===== src/rtl/fetch_unit_if.sv =====
// Instruction-memory request/response bus between the fetch unit (master)
// and the instruction memory (slave).
interface fetch_unit_if #(
   parameter int BIT_WIDTH = 32
);
   logic                 imem_req;
   logic [BIT_WIDTH-1:0] imem_addr;
   logic                 imem_rvalid;
   logic [BIT_WIDTH-1:0] imem_rdata;

   modport master (
      output imem_req,
      output imem_addr,
      input  imem_rvalid,
      input  imem_rdata
   );

   modport slave (
      input  imem_req,
      input  imem_addr,
      output imem_rvalid,
      output imem_rdata
   );
endinterface


===== src/rtl/fetch_unit.sv =====
// Multi-cycle MIPS-style fetch unit: FETCH -> WAIT -> EXEC, holding the PC,
// instruction register and retired-instruction counter.
module fetch_unit #(
   parameter int                   BIT_WIDTH = 32,
   parameter int                   BIT_CTRL  = 6,
   parameter logic [BIT_WIDTH-1:0] RESET_PC  = 32'h0040_0000
) (
   input  logic                 clk,
   input  logic                 rst,
   fetch_unit_if.master         imem,
   input  logic                 PCWrite,
   input  logic                 Branch,
   input  logic                 jump,
   input  logic                 jregister,
   input  logic                 branch_cond,
   input  logic [BIT_WIDTH-1:0] rs_data,
   output logic [BIT_WIDTH-1:0] instr,
   output logic [BIT_CTRL-1:0]  Op,
   output logic [BIT_CTRL-1:0]  Funct,
   output logic                 instr_valid,
   output logic [BIT_WIDTH-1:0] pc,
   output logic [BIT_WIDTH-1:0] pc_plus4,
   output logic                 addr_err,
   output logic [BIT_WIDTH-1:0] retired_cnt
);

   typedef enum logic [1:0] {
      FETCH = 2'd0,
      WAIT  = 2'd1,
      EXEC  = 2'd2
   } state_t;

   localparam logic [BIT_WIDTH-1:0] FOUR = BIT_WIDTH'(4);
   localparam logic [BIT_WIDTH-1:0] ONE  = BIT_WIDTH'(1);

   state_t               state_q, state_d;
   logic [BIT_WIDTH-1:0] pc_q, pc_d;
   logic [BIT_WIDTH-1:0] instr_q, instr_d;
   logic [BIT_WIDTH-1:0] retired_q, retired_d;
   logic                 pend_q, pend_d;

   logic [BIT_WIDTH-1:0] pc_plus4_w;
   logic [BIT_WIDTH-1:0] br_tgt;
   logic [BIT_WIDTH-1:0] next_pc;
   logic                 imem_req_c;
   logic                 instr_valid_c;
   logic                 addr_err_c;

   // Word offset of a conditional branch: sign-extended imm16 scaled by 4.
   function automatic logic signed [BIT_WIDTH-1:0] branch_off(input logic [15:0] imm);
      logic signed [BIT_WIDTH-1:0] ext;
      ext = {{(BIT_WIDTH-18){imm[15]}}, imm, 2'b00};
      return ext;
   endfunction

   assign pc_plus4_w = pc_q + FOUR;
   assign br_tgt     = pc_plus4_w + $unsigned(branch_off(instr_q[15:0]));

   always_comb begin
      next_pc = pc_plus4_w;
      if (jregister)
         next_pc = {rs_data[BIT_WIDTH-1:2], 2'b00};
      else if (jump)
         next_pc = {pc_plus4_w[BIT_WIDTH-1:28], instr_q[25:0], 2'b00};
      else if (Branch && branch_cond)
         next_pc = br_tgt;
   end

   always_comb begin
      state_d       = state_q;
      pc_d          = pc_q;
      instr_d       = instr_q;
      retired_d     = retired_q;
      pend_d        = pend_q;
      imem_req_c    = 1'b0;
      instr_valid_c = 1'b0;
      addr_err_c    = 1'b0;
      case (state_q)
         FETCH: begin
            imem_req_c = 1'b1;
            pend_d     = 1'b1;
            state_d    = WAIT;
         end
         WAIT: begin
            if (imem.imem_rvalid && pend_q) begin
               instr_d = imem.imem_rdata;
               pend_d  = 1'b0;
               state_d = EXEC;
            end
         end
         EXEC: begin
            instr_valid_c = 1'b1;
            // Without PCWrite the control unit is stalling: hold everything.
            if (PCWrite) begin
               pc_d       = next_pc;
               retired_d  = retired_q + ONE;
               state_d    = FETCH;
               addr_err_c = jregister && (rs_data[1:0] != 2'b00);
            end
         end
         default: state_d = FETCH;
      endcase
   end

   always_ff @(posedge clk or negedge rst) begin
      if (!rst) begin
         state_q   <= FETCH;
         pc_q      <= RESET_PC;
         instr_q   <= '0;
         retired_q <= '0;
         pend_q    <= 1'b0;
      end else begin
         state_q   <= state_d;
         pc_q      <= pc_d;
         instr_q   <= instr_d;
         retired_q <= retired_d;
         pend_q    <= pend_d;
      end
   end

   // Request is masked while reset is held so the bus is quiet during reset.
   assign imem.imem_req  = imem_req_c && rst;
   assign imem.imem_addr = pc_q;

   assign instr       = instr_q;
   assign Op          = instr_q[31 -: BIT_CTRL];
   assign Funct       = instr_q[BIT_CTRL-1:0];
   assign instr_valid = instr_valid_c;
   assign pc          = pc_q;
   assign pc_plus4    = pc_plus4_w;
   assign addr_err    = addr_err_c;
   assign retired_cnt = retired_q;

endmodule


===== src/flat_wrapper.sv =====
// flat-port wrapper written by rule: the top's interface ports become plain ports
module fetch_unit_flat 
#(
   parameter int                   BIT_WIDTH = 32,
   parameter int                   BIT_CTRL  = 6,
   parameter logic [BIT_WIDTH-1:0] RESET_PC  = 32'h0040_0000
)
  (clk, rst, PCWrite, Branch, jump, jregister, branch_cond, rs_data, instr, Op, Funct, instr_valid, pc, pc_plus4, addr_err, retired_cnt, imem_imem_req, imem_imem_addr, imem_imem_rvalid, imem_imem_rdata);
  fetch_unit_if #(.BIT_WIDTH(BIT_WIDTH)) imem_i ();
  input  logic clk;
  input  logic rst;
  input  logic PCWrite;
  input  logic Branch;
  input  logic jump;
  input  logic jregister;
  input  logic branch_cond;
  input  logic [BIT_WIDTH-1:0] rs_data;
  output logic [BIT_WIDTH-1:0] instr;
  output logic [BIT_CTRL-1:0] Op;
  output logic [BIT_CTRL-1:0] Funct;
  output logic instr_valid;
  output logic [BIT_WIDTH-1:0] pc;
  output logic [BIT_WIDTH-1:0] pc_plus4;
  output logic addr_err;
  output logic [BIT_WIDTH-1:0] retired_cnt;
  output wire logic [$bits(imem_i.imem_req)-1:0] imem_imem_req;
  output wire logic [$bits(imem_i.imem_addr)-1:0] imem_imem_addr;
  input wire logic [$bits(imem_i.imem_rvalid)-1:0] imem_imem_rvalid;
  input wire logic [$bits(imem_i.imem_rdata)-1:0] imem_imem_rdata;
  assign imem_imem_req = imem_i.imem_req;
  assign imem_imem_addr = imem_i.imem_addr;
  assign imem_i.imem_rvalid = imem_imem_rvalid;
  assign imem_i.imem_rdata = imem_imem_rdata;
  fetch_unit #(.BIT_WIDTH(BIT_WIDTH), .BIT_CTRL(BIT_CTRL), .RESET_PC(RESET_PC)) u_core (.clk(clk), .rst(rst), .imem(imem_i), .PCWrite(PCWrite), .Branch(Branch), .jump(jump), .jregister(jregister), .branch_cond(branch_cond), .rs_data(rs_data), .instr(instr), .Op(Op), .Funct(Funct), .instr_valid(instr_valid), .pc(pc), .pc_plus4(pc_plus4), .addr_err(addr_err), .retired_cnt(retired_cnt));
endmodule

===== config.mk =====
export PLATFORM = sky130hd
export DESIGN_NAME = fetch_unit_flat
export DESIGN_NICKNAME = d
export VERILOG_FILES = /design/src/rtl/fetch_unit_if.sv /design/src/rtl/fetch_unit.sv /design/src/flat_wrapper.sv
export SDC_FILE = /design/constraint.sdc
export NUM_CORES = 1
export LEC_CHECK = 0
export CAP_MARGIN = 20
export CORE_MARGIN = 2
export CORE_UTILIZATION = 25
export DETAILED_ROUTE_END_ITERATION = 8
export DONT_BUFFER_PORTS = 1
export PLACE_DENSITY = 0.51
export SETUP_SLACK_MARGIN = 0.2
export SYNTH_ARGS = -nofsm -noshare
export SYNTH_HDL_FRONTEND = slang
export SYNTH_SLANG_ARGS = --single-unit

===== constraint.sdc =====
create_clock -name clk -period 3.9 [get_ports clk]
set_clock_uncertainty 0.15 [all_clocks]
set_input_delay 0.78 -clock clk [delete_from_list [all_inputs] [get_ports clk]]
set_output_delay 0.78 -clock clk [all_outputs]
set_load 0.03 [all_outputs]

**Word-level counts from Yosys, hierarchy flattened**

Index checks and enable logic that the tools add are counted.

- Register bits after elaboration: 99
- Input bits: 72
- Output and inout port bits: 175
- Word-level logic and storage cells: 35

- $add $sub $neg: 3
- Equality and inequality tests: 4
- Muxes and demuxes: 12
- Reduce and logical (&&, ||, !) cells: 11

Operators by type and width:

| kind | number |
|---|---|
| $mux W32 | 3 |
| $add A32 B1 Y32 const B | 1 |
| $add A32 B3 Y32 const B | 1 |
| $add A32 B32 Y32 | 1 |
| $reduce_and A2 Y1 | 4 |
| $pmux W2 S3 | 1 |
| $mux W1 | 5 |
| $logic_and A1 B1 Y1 | 4 |
| $mux W2 | 2 |
| $reduce_bool A2 Y1 | 2 |
| $eq A2 B1 Y1 const B | 1 |
| $eq A2 B2 Y1 const B | 1 |
| $logic_not A2 Y1 | 1 |
| $ne A2 B1 Y1 const B | 1 |
| $ne A2 B2 Y1 const B | 1 |
| $pmux W1 S2 | 1 |

**Logic depth before layout (Yosys ltp)**

Gate-level depths: netlist (run 1).

- Depth in word-level cells: 5
- Gate-level depth with buffers: 18
- Mapped depth without buffers: 17

**Least setup slack after synthesis (run 1)**

Ideal clock, no wire load.

- Path kind: reg-to-reg
- From: register u_core.pc_q[2] (netlist: u_core.imem.imem_addr[2])
- To: register u_core.pc_q[31] (netlist: u_core.imem.imem_addr[31])
- Library setup time: 0.131 ns
- Data arrival time: 4.650 ns
- Data required time: 3.619 ns
- Slack: -1.031 ns
- Cell stages (with the launch flop): 19
- Buffers on the path: 1
- Clock period less this slack: 4.931 ns
- Cell sequence: dfrtp_1 -> ha_1 -> nand3_1 -> nor2_1 -> nand4_1 -> nor2_1 -> nand2_1 -> xnor2_1 -> ha_1 -> buf_6 -> and3_4 -> a311o_1 -> o31a_1 -> nand3b_1 -> or3_1 -> a31oi_1 -> xnor2_1 -> nor4b_1 -> or3_1

- Longest elaborated chain between the ends: 5

Ends and longest elaborated chain:

| what | RTL line | text |
|---|---|---|
| start, declared | fetch_unit.sv:37 | `logic [BIT_WIDTH-1:0] pc_q, pc_d;` |
| start signal, assigned | fetch_unit.sv:114 | `pc_q <= pc_d;` |
| $add A32 B3 Y32 | fetch_unit.sv:56 | `assign pc_plus4_w = pc_q + FOUR;` |
| via pc_plus4[20] | flat_wrapper.sv:23 | `output logic [BIT_WIDTH-1:0] pc_plus4;` |
| $add A32 B32 Y32 | fetch_unit.sv:57 | `assign br_tgt = pc_plus4_w + $unsigned(branch_off(instr_q[15:0]));` |
| $mux W32 | fetch_unit.sv:65 | `else if (Branch && branch_cond)` |
| $mux W32 | fetch_unit.sv:63 | `else if (jump)` |
| $mux W32 | fetch_unit.sv:61 | `if (jregister)` |

The timed path passes the listed nets, and every way through them passes these cells.
A chain may end at the register's enable or synchronous reset.

**Worst setup path after layout (run 1)**

- From: register u_core.pc_q[2] (netlist: u_core.imem.imem_addr[2])
- To: register u_core.pc_q[31] (netlist: u_core.imem.imem_addr[31])

- Longest elaborated chain between the ends: 5

Ends and longest elaborated chain:

| what | RTL line |
|---|---|
| $add A32 B3 Y32 (*) | fetch_unit.sv:56 |
| $add A32 B32 Y32 | fetch_unit.sv:57 |
| $mux W32 | fetch_unit.sv:65 |
| $mux W32 (*) | fetch_unit.sv:63 |
| $mux W32 (*) | fetch_unit.sv:61 |

Mark *: on every way between the ends. The rest lies on a longest branch, timed or not.

==> results of run 1 <==
cell families (layout without fill, tap and decap cells):
| logic type | after synthesis | in the layout | synth area share [%] |
|---|---|---|---|
| compound gates | 188 | 188 | 16.57 |
| xor+xnor | 81 | 81 | 10.09 |
| fa+ha+maj | 38 | 38 | 6.872 |
| buf+inv | 94 | 179 | 7.815 |
| flops | 97 | 97 | 34.56 |
| mux | 37 | 37 | 5.857 |
| other cells | 1 | 7 | 0.05336 |
| simple gates | 265 | 265 | 18.18 |
worst paths after layout:
check	from	to	slack, ps
min in group clk	u_core.pend_q	u_core.state_q[0]	350
setup reg to reg	u_core.imem.imem_addr[2]	u_core.imem.imem_addr[31]	-70
hold / removal	rst	u_core.imem.imem_addr[22]	90
hold reg to reg	u_core.pend_q	u_core.state_q[0]	350
max in group asynchronous	rst	u_core.imem.imem_addr[6]	2990
setup / recovery	u_core.imem.imem_addr[2]	u_core.imem.imem_addr[31]	-70
critical path: stages, from the launching register on:
cell and delay [ps]:
dfrtp_2 400, buf_8 190, nand2_1 70, nor2_1 110
buf_4 190, nand3b_1 90, buf_4 180, nor2_2 130
xor2_2 260, ha_1 300, o21a_1 210, a2bb2oi_2 180
o31a_1 140, nand3b_1 160, or3_1 320, a31oi_2 170
xnor2_1 150, a21oi_1 90, or3_1 360
metrics by stage:
step | setup TNS [ps] | cells | hold WS (ps) | setup slack [ps]
2_1_floorplan | -342.2 | 806 | 304.9 | -342.2
5_1_grt | -902.6 | 1270 | 71.32 | -330.0
3_5_place_dp | -591.5 | 1244 | 336.4 | -253.5
4_1_cts | -87.57 | 1265 | 72.71 | -87.57
6_report | -74.17 | 1270 | 89.63 | -74.17
3_3_place_gp | -394.3 | 1244 | 317.6 | -200.5
power breakdown:
group | internal [mW] | total (mW) | switching, mW
Sequential | 1.36 | 2.18 | 0.824
Clock | 0.453 | 0.929 | 0.475
Combinational | 2.54 | 6.27 | 3.73
Total | 4.35 | 9.38 | 5.03
cell usage in the layout, fill, tap and decap left out, types with 12 or more instances in the layout:
cell,synthesis,routed
a21o_1,14,14
nand3_1,30,26
nand2_1,88,85
xnor2_1,52,39
buf_4,48,142
dfrtp_2,0,15
nand4_1,14,14
dfrtp_1,96,81
o21ai_0,47,35
nor2_1,58,50
o22ai_1,13,12
mux2_2,33,32
a21oi_1,55,51
xor2_1,29,25
ha_1,37,34
and3_1,23,23
final cells by class:
| type | count | area [sq um] |
|---|---|---|
| timing repair buffer | 150 | 1180 |
| inverter | 13 | 48.80 |
| sequential | 97 | 2447 |
| multi-input combinational | 615 | 4502 |
| clock buffer | 9 | 225.2 |
| tap | 378 | 473.0 |
| clock inverter | 7 | 77.57 |
| fill | 2858 | 18750 |
| antenna | 1 | 2.502 |
flip-flops by register name, indices dropped and copies added, names as in the netlist:
name                   count
u_core.retired_cnt        32
u_core.imem.imem_addr     30
u_core.instr              32
u_core.state_q             2
u_core.pend_q              1
synthesized netlist by cell type, types with 23 or more instances:
| library cell | count |
|---|---|
| dfrtp_1 | 96 |
| and3_1 | 23 |
| o21ai_0 | 47 |
| a21oi_1 | 55 |
| clkbuf_1 | 30 |
| nor2_1 | 58 |
| xor2_1 | 29 |
| nand3_1 | 30 |
| nand2_1 | 88 |
| buf_4 | 48 |
| ha_1 | 37 |
| xnor2_1 | 52 |
| mux2_2 | 33 |
per-layer routing:
| metal | GRT usage [%] | vias to the layer above |
|---|---|---|
| met3 | 3.037 | 41 |
| met5 | 0 | - |
| met4 | 6.374 | 0 |
| li1 | - | 2967 |
| met2 | 29.00 | 235 |
| met1 | 22.59 | 3114 |
what timing repair did:
item | in CTS | in global routing
endpoints found under the setup margin | 15 | 16
resized for setup | 29 | 32
pin swaps | 13 | 19
hold endpoints to repair | 96 | 0
buffers inserted | 4 | 4
hold buffers | 1 | 0
==> metrics.csv, run 1 <==
stage,metric,value,unit
routing,M1 wire length,11240,um
clock_tree,clock buffer count from CTS,9,
sta,Slew HR,33.76,%
hold_path,worst hold path class,in -> async,
sta,RSZ-0062 raised after global routing,yes,
place,Area after DPL,8341,sq um
synth,Yosys warning count,0,
place,Placer Congestion,0.9050,
power_and_ir_drop,Pwr Total,9.379,mW
clock_tree,worst skew pair latency,370,ps
grt,overall routing resource usage,17.43,%
routing,Detail Route Antenna Nets,0,
setup_path,Worst Setup Start Kind,flip-flop,
routing,vias per inst,5.006,
power_and_ir_drop,Lkg Pwr,3.962,nW
final_layout,nets,996,
power_and_ir_drop,Cell Pwr Density,1047,nW/um^2
synth,post-synth top area share,34.18,%
setup_path,Worst Path Max Fanout,7,
setup_path,reg2reg path depth,18,
die,Initial Util,25.37,%
sta,minimum clock period,3974,ps
synth,"top cells by area, synth","dfrtp_1 (34%), ha_1 (6.6%), xnor2_1 (6.5%)",
clock_tree,number of H-tree levels,3,
sta,Fmax,251.6,MHz
routing,Pre-antenna DRT Iters,5,
synth,"Seq/Total Area, Yosys",34.56,%
die,# IOs,247,
grt,first-pass GRT wire length,38550,um
grt,largest net degree at the start of global routing,97,
sta,Slew Limit Fails,0,
run,Max Cap Viol,0,
die,die height,171.7,um
routing,drt wl/cell,20.32,um
final_layout,layout cells sized above 1,31.43,%
synth,ys async rst share,100.0,%
final_layout,final instance area,8956,sq um
grt,initial antenna violation count,2,
die,num rows,61,
sta,final worst path period share,101.9,%
clock_tree,CTS tree,done,
setup_path,Worst Path Required,4010,ps
synth,Gate Count Post-Synth,801,
outcome,failing checks,setup timing,
synth,number of synthesized register bits,97,
routing,DR WL met3,1319,um
power_and_ir_drop,maximum VDD drop,514.4,uV
place,Port Buf Inserts,0,
die,Die Wd,171.7,um
clock_tree,clock slew at reported path FFs,80,ps
synth,"Primary FF master, synth",dfrtp_1,
clock_tree,Max clock buf depth,2,
routing,DR vias,6357,
synth,"area leader, netlist",dfrtp_1,
clock_tree,CTS sink count,97,
routing,# DRC,0,
routing,met2 wire length,12590,um
sta,setup ws final,-74.17,ps
routing,DRT iter0 DRCs,371,
die,area of the core,27710,sq um
grt,global route total overflow,0,
sta,Final Hold Vio Count,0,
synth,synth unique cells,62,
grt,vias in the first global route,6323,
synth,Post-synth EDFFs,0,
setup_path,kind of critical path,reg -> reg,
place,hpwl dp,19610,um
outcome,outcome,"complete, but fails checks",
routing,final wirelength,25810,um
sta,Worst-Margin Slew,991.5,ps
synth,Post-Syn Area,7028,sq um
setup_path,CP arrival,4080,ps
die,die area,29470,sq um
final_layout,post-layout util,32.33,%
final_layout,area delta synth->final,27.43,%
sta,endpoints failing setup,1,
synth,syn avg cell area,8.774,sq um
setup_path,CP Capture Type,flip-flop,
clock_tree,clk root buf,clkbuf_16,
routing,Highest Signal Layer,met4,
Power figures use the tool's default switching activity.
==> run 2: changes to the inputs <==
--- a/config.mk
+++ b/config.mk
@@ -9,8 +9,7 @@
 export CORE_MARGIN = 2
 export CORE_UTILIZATION = 25
 export DETAILED_ROUTE_END_ITERATION = 8
-export DONT_BUFFER_PORTS = 1
-export PLACE_DENSITY = 0.51
+export PLACE_DENSITY = 0.62
 export SETUP_SLACK_MARGIN = 0.2
 export SYNTH_ARGS = -nofsm -noshare
 export SYNTH_HDL_FRONTEND = slang
==> run 2 against run 1 <==
  * The flow still finishes with violations (setup timing)
  * Sequential power down 17%
  * Register-to-register slack better by 60 ps
  * Worst hold slack better by 240 ps
  * Combinational power up 28%
  * Critical path depth unchanged
  * Die area unchanged
  * First-iteration DRC count up 43%
  * Global-route usage up 1.1 points
  * Design area up 28%
  * Utilization up 9.1 points
  * Fmax up 1.5%
  * Wire length up 6.8%
  * Largest power group unchanged
  * Highest routed layer unchanged
==> metrics.csv, run 2 (synthesis gave the netlist of run 1 again) <==
stage,metric,value,unit
outcome,outcome,"complete, but fails checks",
outcome,failing checks,setup timing,
final_layout,"commonest non-fill, non-tap cell in the layout",clkdlybuf4s50_1,
power_and_ir_drop,Switching Fraction,49.14,%
setup_path,Worst Path Required,3980,ps
sta,RSZ-0062 raised after global routing,yes,
routing,vias per inst,4.858,
sta,Worst-Margin Slew,898.4,ps
die,die height,171.7,um
final_layout,nets,1222,
final_layout,most frequent cells in the layout,"clkdlybuf4s50_1 (227), buf_4 (126), nand2_1 (84)",
power_and_ir_drop,maximum VDD drop,636.5,uV
power_and_ir_drop,Flop pwr share,16.9,%
place,hpwl dp,20880,um
sta,minimum clock period,3914,ps
hold_path,Min-Delay Endpoint,u_core.retired_cnt[31],
power_and_ir_drop,clock power share,8.7,%
setup_path,kind of critical path,reg -> reg,
routing,final wirelength,27560,um
place,Placer Congestion,0.8866,
power_and_ir_drop,Cell Pwr Density,942.6,nW/um^2
die,# IOs,247,
hold_path,hold path cells,1,
setup_path,reg2reg path depth,18,
clock_tree,clock slew at reported path FFs,80,ps
setup_path,r2r endpoint,u_core.imem.imem_addr[31],
sta,Final Hold Vio Count,0,
sta,Fmax,255.5,MHz
setup_path,Worst Path Max Fanout,6,
setup_path,slowest cell on the critical path,dfrtp_2,
grt,initial antenna violation count,0,
clock_tree,number of H-tree levels,3,
setup_path,R2R Path Start,u_core.imem.imem_addr[4],
hold_path,hold_sp,u_core.retired_cnt[31],
grt,overall routing resource usage,18.56,%
sta,endpoints failing setup,1,
sta,final worst path period share,100.4,%
clock_tree,CTS tree,done,
clock_tree,worst skew pair latency,360,ps
hold_path,worst hold path class,reg -> reg,
die,die area,29470,sq um
final_layout,layout cells sized above 1,26.32,%
setup_path,max incr delay on CP,360,ps
setup_path,flop-to-flop setup slack,-10,ps
grt,global route total overflow,0,
grt,vias in the first global route,7278,
die,area of the core,27710,sq um
die,Initial Util,25.37,%
setup_path,CP arrival,4000,ps
routing,DR vias,7267,
clock_tree,Max clock buf depth,2,
setup_path,CP Capture Type,flip-flop,
die,num rows,61,
sta,Setup TNS,-14.22,ps
routing,# DRC,0,
place,Port Buf Inserts,240,
power_and_ir_drop,switching component of the power,5.311,mW
clock_tree,clk root buf,clkbuf_16,
clock_tree,clock buffer count from CTS,9,
die,Die Wd,171.7,um
clock_tree,CTS sink count,97,
sta,Slew HR,40.10,%
clock_tree,CTS Hold Bufs,0,
setup_path,Worst Setup Start Kind,flip-flop,
final_layout,area delta synth->final,63.13,%
setup_path,CP cell instances,buf_4 -> nand3_1 -> nor2_1 -> buf_4 -> nand3b_1 -> buf_6 -> nor2_4 -> xor2_2 -> ha_1 -> o21a_1 -> a2bb2oi_2 -> o31a_1 -> nand3b_1 -> or3_1 -> a31oi_1 -> xnor2_1 -> a21oi_1 -> or3_1,
sta,setup ws final,-14.22,ps
grt,first-pass GRT wire length,41740,um
power_and_ir_drop,internal power,5.496,mW
sta,final hold slack,328.6,ps
routing,Detail Route Antenna Nets,0,
sta,Slew Limit Fails,0,
routing,Pre-antenna DRT Iters,5,
run,Max Cap Viol,0,
routing,drt wl/cell,18.42,um
routing,DRT iter0 DRCs,532,
grt,largest net degree at the start of global routing,67,
power_and_ir_drop,combinational power share,74.4,%
power_and_ir_drop,Lkg Pwr,4.878,nW
[run 2: power groups by stage]
stage	registers, mW	clock network [mW]	logic (mW)
after floorplan	2.49	0	3.87
after detailed placement	1.82	0	7.34
after global placement	1.81	0	7.31
after global routing	1.88	1.01	8.60
final	1.82	0.940	8.05
after CTS	1.81	0.971	7.62
[run 2: final cells by class]
class                   instances  area, sq um
flip-flops and latches         97         2447
repair buffers                376         3502
clock buffers                   9        225.2
clock inverters                 7        81.33
well taps                     378        473.0
multi-input cells             615         4684
fillers                      2708        16240
inverters                      13        48.80
diodes                          1        2.502
[run 2: how the worst max path moves through the flow]
stage | start | end | slack (ps) | cells past startpoint
floorplan | u_core.imem.imem_addr[2] | u_core.imem.imem_addr[31] | -340 | 18
global placement | u_core.imem.imem_addr[3] | u_core.imem.imem_addr[31] | -130 | 17
detailed placement | u_core.imem.imem_addr[3] | u_core.imem.imem_addr[31] | -170 | 17
CTS | u_core.imem.imem_addr[9] | u_core.imem.imem_addr[31] | 4 | 17
global route | u_core.imem.imem_addr[2] | u_core.imem.imem_addr[31] | -160 | 18
finish | u_core.imem.imem_addr[4] | u_core.imem.imem_addr[31] | -10 | 18
[run 2: through the flow]
stage | std cells | cell area, sq um | power [mW] | setup WS, ps | util [%]
final | 1496 | 11460 | 10.81 | -14.22 | 41.38
after global routing | 1495 | 11460 | 11.48 | -155.2 | 41.37
after CTS | 1486 | 11180 | 10.40 | 4.163 | 40.34
after detailed placement | 1450 | 10520 | 9.160 | -173.0 | 37.98
after global placement | 1450 | 10520 | 9.126 | -126.8 | 37.98
after floorplan | 806 | 7307 | 6.365 | -342.2 | -
[run 2: critical path: cells and delay by family (launching register included)]
family / cells / cell delay [ps]
buf+inv: 3 / 480
simple gates: 7 / 1310
compound gates: 5 / 780
fa+ha+maj: 1 / 300
flops: 1 / 360
xor+xnor: 2 / 420
[run 2: per-layer routing]
metal  global-route usage (%)  wire length (um)
met3                    3.728              1513
met5                        0                 0
met2                    31.95             13760
met1                    23.38             11720
met4                    5.527               570
[run 2: timing repair]
action	in CTS	in global routing
buffers inserted	20	9
setup endpoints to repair	17	21
resized for setup	47	49
pin swaps	38	29
==> run 3: changes to the inputs <==
--- a/config.mk
+++ b/config.mk
@@ -5,6 +5,7 @@
 export SDC_FILE = /design/constraint.sdc
 export NUM_CORES = 1
 export LEC_CHECK = 0
+export ABC_CLOCK_PERIOD_IN_PS = 3900
 export CAP_MARGIN = 20
 export CORE_MARGIN = 2
 export CORE_UTILIZATION = 25
==> results of run 3 <==
No change in the layout: final DEF, timing and power equal those of run 2.
